**src/rtl/timer_ctrl.sv**
```systemverilog
// Timer controller: owns TIMA/TMA/TAC, counts falling edges of a divider tap, sequences overflow/reload/IRQ.
// Latency: register writes land at the sampling edge; increment 1 cycle after tap fall; IRQ 1 cycle after TIMA=00.
// Backpressure: none; single-cycle bus strobes are always accepted. Option macro: TIMER_EDGE_GLITCH_EN.
module timer_ctrl #(
  parameter logic [7:0] TIMA_RST = 8'h00,
  parameter logic [7:0] TMA_RST  = 8'h00
) (
  input  logic       boga1mhz,
  input  logic       nreset2,
  input  logic       ff04_ff07,
  input  logic [1:0] a,
  input  logic       cpu_wr,
  input  logic       cpu_rd,
  input  logic [7:0] wdata,
  input  logic [7:0] div_m,
  output logic [7:0] rdata,
  output logic       rdata_oe,
  output logic       div_clr,
  output logic       int_timer
);

  localparam logic [1:0] S_RUN    = 2'd0;
  localparam logic [1:0] S_OVF    = 2'd1;
  localparam logic [1:0] S_RELOAD = 2'd2;

  logic [1:0] r_state;
  logic [7:0] r_tima;
  logic [7:0] r_tma;
  logic [2:0] r_tac;
  logic       r_prev;

  logic       w_wr_tima;
  logic       w_wr_tma;
  logic       w_wr_tac;
  logic       w_tap;
  logic       w_prev_nxt;
  logic       w_inc;
  logic [7:0] w_tma_nxt;
  logic       w_unused;

  // Divider tap picked by a TAC clock-select field
  function automatic logic tap_sel(input logic [1:0] sel, input logic [7:0] dm);
    case (sel)
      2'b00:   tap_sel = dm[7];
      2'b01:   tap_sel = dm[1];
      2'b10:   tap_sel = dm[3];
      default: tap_sel = dm[5];
    endcase
  endfunction

  assign w_wr_tima = ff04_ff07 & cpu_wr & (a == 2'd1);
  assign w_wr_tma  = ff04_ff07 & cpu_wr & (a == 2'd2);
  assign w_wr_tac  = ff04_ff07 & cpu_wr & (a == 2'd3);
  assign div_clr   = ff04_ff07 & cpu_wr & (a == 2'd0);
  assign w_tap     = tap_sel(r_tac[1:0], div_m);
  // A TMA write in the same cycle as a reload is forwarded straight into TIMA
  assign w_tma_nxt = w_wr_tma ? wdata : r_tma;
  assign int_timer = (r_state == S_RELOAD);
  assign w_unused  = ^{div_m[6], div_m[4], div_m[2], div_m[0]};

`ifdef TIMER_EDGE_GLITCH_EN
  // Edge detect on the gated tap: disabling or re-selecting TAC can create a falling edge
  assign w_prev_nxt = r_tac[2] & w_tap;
  assign w_inc      = r_prev & ~(r_tac[2] & w_tap);
`else
  // Edge detect on the raw tap; a TAC write re-seeds prev from the new tap so it never glitches
  assign w_prev_nxt = w_wr_tac ? tap_sel(wdata[1:0], div_m) : w_tap;
  assign w_inc      = r_tac[2] & r_prev & ~w_tap;
`endif

  // Bus read mux; DIV (a=0) is driven by the divider block, not here
  always_comb begin
    rdata_oe = ff04_ff07 & cpu_rd & (a != 2'd0);
    rdata    = 8'h00;
    if (rdata_oe) begin
      case (a)
        2'd1:    rdata = r_tima;
        2'd2:    rdata = r_tma;
        default: rdata = {5'b11111, r_tac};
      endcase
    end
  end

  // TMA and TAC register writes
  always_ff @(posedge boga1mhz or negedge nreset2) begin
    if (!nreset2) begin
      r_tma <= TMA_RST;
      r_tac <= 3'b000;
    end else begin
      if (w_wr_tma) r_tma <= wdata;
      if (w_wr_tac) r_tac <= wdata[2:0];
    end
  end

  // Previous-cycle tap sample for falling-edge detection
  always_ff @(posedge boga1mhz or negedge nreset2) begin
    if (!nreset2) r_prev <= 1'b0;
    else          r_prev <= w_prev_nxt;
  end

  // TIMA counter with overflow -> reload sequencing; increments outside RUN are dropped
  always_ff @(posedge boga1mhz or negedge nreset2) begin
    if (!nreset2) begin
      r_state <= S_RUN;
      r_tima  <= TIMA_RST;
    end else begin
      case (r_state)
        S_RUN: begin
          if (w_wr_tima) begin
            r_tima <= wdata;
          end else if (w_inc) begin
            if (r_tima == 8'hFF) begin
              r_tima  <= 8'h00;
              r_state <= S_OVF;
            end else begin
              r_tima <= r_tima + 8'd1;
            end
          end
        end
        S_OVF: begin
          if (w_wr_tima) begin
            r_tima  <= wdata;
            r_state <= S_RUN;
          end else begin
            r_tima  <= w_tma_nxt;
            r_state <= S_RELOAD;
          end
        end
        S_RELOAD: begin
          r_tima  <= w_tma_nxt;
          r_state <= S_RUN;
        end
        default: r_state <= S_RUN;
      endcase
    end
  end

endmodule

```
**config.mk**
```make
export PLATFORM = sky130hd
export DESIGN_NAME = timer_ctrl
export DESIGN_NICKNAME = d
export VERILOG_FILES = /design/src/rtl/timer_ctrl.sv
export SDC_FILE = /design/constraint.sdc
export NUM_CORES = 1
export LEC_CHECK = 0
export CORE_ASPECT_RATIO = 0.8
export CORE_MARGIN = 3
export CORE_UTILIZATION = 51
export CTS_BUF_LIST = sky130_fd_sc_hd__clkbuf_16
export DETAILED_ROUTE_END_ITERATION = 10
export PLACE_DENSITY = 0.9
export SYNTH_ARGS = -nofsm -noshare
export SYNTH_HDL_FRONTEND = slang
export SYNTH_SLANG_ARGS = --single-unit
```
**constraint.sdc**
```tcl
create_clock -name boga1mhz -period 1.8 [get_ports boga1mhz]
set_clock_uncertainty 0.05 [all_clocks]
set_input_delay 0.18 -clock boga1mhz [delete_from_list [all_inputs] [get_ports boga1mhz]]
set_output_delay 0.18 -clock boga1mhz [all_outputs]
set_load 0.02 [all_outputs]
```
Word level (Yosys, flattened, before mapping)
Cells that the tools add are included.

storage, ports and cells
  logic and storage cells = 54
  input bits = 23
  flip-flop bits (word level) = 22

operators by class
  bitwise logic cells = 10
  add/subtract/negate cells = 1
  reductions and logical operators = 8
  muxes and demuxes = 16
  eq/ne operators = 14

operator list
  kind                                           number
  2-to-1 mux 8 bit                               6
  case mux 8 bit (3 select lines)                1
  case mux 8 bit (2 select lines)                1
  == test 2 bit, second input constant           5
  bitwise AND 1 bit                              9
  adder 8 x 1 -> 8 bit, second input constant    1
  == test 2 x 1 -> 1 bit, second input constant  4
  == test 8 bit, second input constant           1
  zero test 2 bit                                4
  2-to-1 mux 2 bit                               4
  inequality test 2 bit, second input constant   3
  case mux 1 bit (3 select lines)                2
  case mux 2 bit (2 select lines)                1
  inequality test 3 bit, second input constant   1
  AND reduction 3 bit                            1
  nonzero test 3 bit                             1
  AND reduction 2 bit                            1
  nonzero test 2 bit                             1
  2-to-1 mux 1 bit                               1
  inverter 1 bit                                 1

Logic depth before layout (Yosys ltp)
  word-level depth = 7
  gate-level depth with buffers = 8
  depth with buffers taken out = 7

Worst setup path before layout
No wires, ideal clock.

  path type = reg-to-reg
  start = register r_state[0]
  end = register r_tima[5]
  arrival = 1.502 ns
  buffers on the path = 0
  setup time = 0.129 ns
  cell stages (with the launch flop) = 8
  slack = 0.119 ns
  period minus slack after synthesis = 1.681 ns
  cells stage by stage = dfrtp_1 > inv_1 > ha_1 > nand4b_1 > o2111a_1 > and2_1 > a211oi_1 > o21ai_0

on the way
  cells in the longest elaborated chain, start to end = 3

RTL lines
  what                                  line  RTL
  start, declared                       26    logic [1:0] r_state;
  start signal, assigned                104   r_state <= S_RUN;
  start signal, assigned                114   r_state <= S_OVF;
  start signal, assigned                123   r_state <= S_RUN;
  == test 2 bit *                       --
  net int_timer                         19    output logic int_timer
  nonzero test 3 bit (no source line)   --
  AND reduction 2 bit (no source line)  --
  end signal, assigned                  110   r_tima <= wdata;
  end signal, assigned                  116   r_tima <= r_tima + 8'd1;
  end signal, assigned                  122   r_tima <= wdata;
  end, declared                         27    logic [7:0] r_tima;

The timed path passes the listed nets; every way through them passes the cells marked *.
A chain may end at the register's enable or synchronous reset.

Worst setup path in the final report
  start = register r_state[1]
  end = register r_tima[2]

on the way
  cells in the longest elaborated chain, start to end = 3

RTL lines
  what                                                                          line  RTL
  zero test 2 bit, or another cell as far along                                 107   case (r_state)
  inequality test 3 bit (no source line) or nonzero test 3 bit (tied branches)  --
  AND reduction 2 bit (no source line)                                          --

Parallel ways exist; a longest one is shown, timed or not.

==> results.toml <==
[timing]
hold_slack_ns = 0.227
hold_violations = 0
rsz0062_at_grt = "yes"
fin_crit_ns = 1.85
setup_slack_ns = -0.0522
timing.final.setup_violations = 4
max-slew-margin-rel_pct = 73.5
tightest_slew_ns = 0.394
finalCritPeriodShare_pct = 103
slew_viol_final = 0
fmax_mhz = 540

[worst_setup_path]
slowest_stage = "dfrtp_1"
cp-end-kind = "flip-flop"
rr_worst_depth = 8
cp_max_fo = 4
cp.arrival_ns = 1.94
path_common_cell = "o21ai_0"
crit_chain = "inv_1, ha_2, nor2b_1, o21ai_0, o22ai_1, buf_4, a221oi_1, o21ai_0"
required_ns = 1.88
critPathMaxStageDelay_ns = 0.37
worstSetupPathType = "flip-flop to flip-flop"
cp-start-kind = "flip-flop"

[synth]
postSynthNetCount = 198
synthArstFlopShare_pct = 100
synth_edf_count = 0
ys_ff_latch = 22
synthesis.area_mm2 = 0.00162
synth.avg_cell_area_um2 = 9.69
synth_cells = 167
yosysUniqueCellTypes = 43
dominantRegCellSynth = "dfrtp_1"
ys_warn_count = 0
ys_seq_area_share_pct = 34.0

[clock_tree]
cts-hold-fix-buffers = 0
clock_path_buffers = 2
numCtsBuffers = 3
h-tree-depth = 1
root_buffer = "clkbuf_16"
cts_tree = "yes"
clock_latency_ns = 0.26
cts_sinks = 22
clkTransAtPathRegs_ns = 0.06

[finish]
fin_nets = 266
syn_to_final_growth_pct = 51.1
instances_no_fill = 273
drive_gt1_share_pct = 43.6
multiInputGateArea_mm2 = 0.00113
post-route-util_pct = 84.5
ff_latch_area_um2 = 551
n_fill_cell = 151

[floorplan]
rows = 17
boundaryPins = 34
initial_core_util_pct = 55.9
die_height_um = 56.4
die_w_um = 69.0
die-area_mm2 = 0.00389
core_mm2 = 0.00289

[power]
intPower_mw = 1.49
clockPowerShare_pct = 27.6
vdd_drop_max_mv = 0.840
p_seq_share_pct = 34.5
switchingPower_mw = 0.819
total_power_mw = 2.31
comb_power_share_pct = 37.9
leakagePower_nw = 1.07
sw_frac_of_total_pct = 35.5
powerDensity_mw_per_mm2 = 943

[flow_run]
cap_violations = 0

[global_routing]
grt_pass1_vias = 1877
gr-max-usage-layer = "met2"
antenna_found_initial = 1
use_met3_pct = 6.80
grt_pass1_wl_mm = 9.98
grt_use_met2_pct = 55.6
overflow = 0
grt_max_degree = 23
grt_usage_pct = 34.9
use_met1_pct = 44.8

[outcome]
failed_checks = "negative setup slack"
status = "finished with violations"

[detailed_routing]
antenna_left = 0
routed_wl_mm = 6.61
firstDrtPassIters = 5
drt-initial-drc-count = 295
avgRoutedWirePerCell_um = 24.2
vias = 1919
drt-vias-per-instance = 7.03
drc = 0

[place]
post-dp-hpwl_mm = 3.84
gp_congestion = 0.998
place_inst = 257
io_buffers = 29

[hold_path]
hold_class = "primary input to asynchronous set/reset pin"
## Yosys cell counts, drive strengths merged (3+ instances only)
library cell | n | area [µm²]
o21ai | 14 | 70.1
and3 | 6 | 37.5
dfrtp | 22 | 551
buf | 6 | 43.8
nor2 | 9 | 33.8
a221oi | 3 | 26.3
a22oi | 10 | 80.1
mux2 | 16 | 191
nand3 | 9 | 57.6
o22ai | 3 | 31.3
nand2 | 8 | 30.0
a21oi | 12 | 60.1
ha | 8 | 100
inv | 5 | 18.8
nor3 | 3 | 15.0
a211oi | 5 | 37.5
a22o | 3 | 26.3
## power by group through the flow
| stage | clock, mW | combinational [mW] | sequential, mW |
|---|---|---|---|
| finish | 0.636 | 0.875 | 0.795 |
| global route | 0.671 | 0.915 | 0.802 |
| CTS | 0.641 | 0.776 | 0.773 |
| detailed placement | 0 | 0.728 | 0.777 |
| global placement | 0 | 0.689 | 0.763 |
| floorplan | 0 | 0.431 | 0.758 |
## routing by layer
metal  up-vias  part of all wire, %
met3        51                  9.8
met4         0                  6.2
met2       172                   47
li1        780                    -
met5         -                    0
met1       916                   37
## area by class of cell
type / count / area share (%)
Antenna cell: 1 / 0.102
Clock buffer: 3 / 3.07
Clock inverter: 1 / 1.23
Inverter: 5 / 0.768
Multi-Input combinational cell: 132 / 46.2
Sequential cell: 22 / 22.5
Tap cell: 38 / 1.94
Timing Repair Buffer: 71 / 24.2
## kinds of logic (layout without fill, tap and decap cells)
| kind of cell | count (synthesis) | count (layout) | synth area share (%) |
|---|---|---|---|
| adder cells (fa/ha/maj) | 8 | 8 | 6.19 |
| AND/OR/NAND/NOR | 47 | 47 | 16.1 |
| AO/OA/AOI/OAI | 59 | 59 | 25.4 |
| other | 0 | 1 | 0 |
| multiplexers | 18 | 18 | 13.8 |
| buffers and inverters | 13 | 80 | 4.41 |
| flip-flops | 22 | 22 | 34.0 |
## layout by cell type (no fill, tap or decap), types with 3 or more instances in the layout
cell type / synthesis / final
a211oi_2: 0 / 3
a21oi_1: 12 / 11
a22o_1: 3 / 3
a22oi_1: 9 / 8
and3_1: 6 / 5
buf_2: 2 / 6
buf_4: 3 / 37
buf_6: 1 / 5
clkbuf_16: 0 / 3
clkdlybuf4s15_2: 0 / 3
clkdlybuf4s50_1: 0 / 14
dfrtp_1: 22 / 22
dlygate4sd2_1: 0 / 3
ha_4: 0 / 4
inv_2: 0 / 3
mux2_2: 13 / 12
mux2_4: 3 / 4
nand2_1: 8 / 8
nand3_1: 8 / 6
nor2_1: 9 / 9
nor3_1: 3 / 3
o21ai_0: 12 / 9
o21ai_1: 2 / 5
## worst max-delay path, delay by kind of cell, from the launching register on
| family | cells | cell delay [ns] |
|---|---|---|
| fa+ha+maj | 1 | 0.23 |
| simple gates | 1 | 0.17 |
| compound gates | 4 | 0.64 |
| flops | 1 | 0.37 |
| buf+inv | 2 | 0.26 |
## state kept, by name, summed over array words and instances (netlist names)
register  cells
r_state       2
r_tima        8
r_tac         3
r_tma         8
r_prev        1
## final timing paths
check	startpoint	to	slack, ns
min	nreset2	r_tma[7]$_DFF_PN0_	0.23
max reg2reg	r_state[1]$_DFFE_PN0P_	r_tima[2]$_DFFE_PN0P_	-0.05
min reg2reg	r_tma[6]$_DFF_PN0_	r_tma[6]$_DFF_PN0_	0.50
max	r_state[1]$_DFFE_PN0P_	r_tima[2]$_DFFE_PN0P_	-0.05
min in group boga1mhz	r_tma[6]$_DFF_PN0_	r_tma[6]$_DFF_PN0_	0.50
max in group asynchronous	nreset2	r_tima[6]$_DFFE_PN0P_	1.23
## stage by stage
step	setup WS [ns]	TNS [ns]	cell area (µm²)
final	-0.0522	-0.126	2440
after global routing	-0.129	-0.555	2440
after CTS	0.00627	0	2380
after detailed placement	-0.719	-12.67	2140
after global placement	-0.607	-9.97	2140
after floorplan	0.119	0	1620
## repair_timing
action,in CTS,in global routing
buffers inserted,6,5
gates resized for setup,65,18
pin swaps,6,4
setup endpoints to repair,19,17
Note: power is estimated with default switching activity, not from simulation.
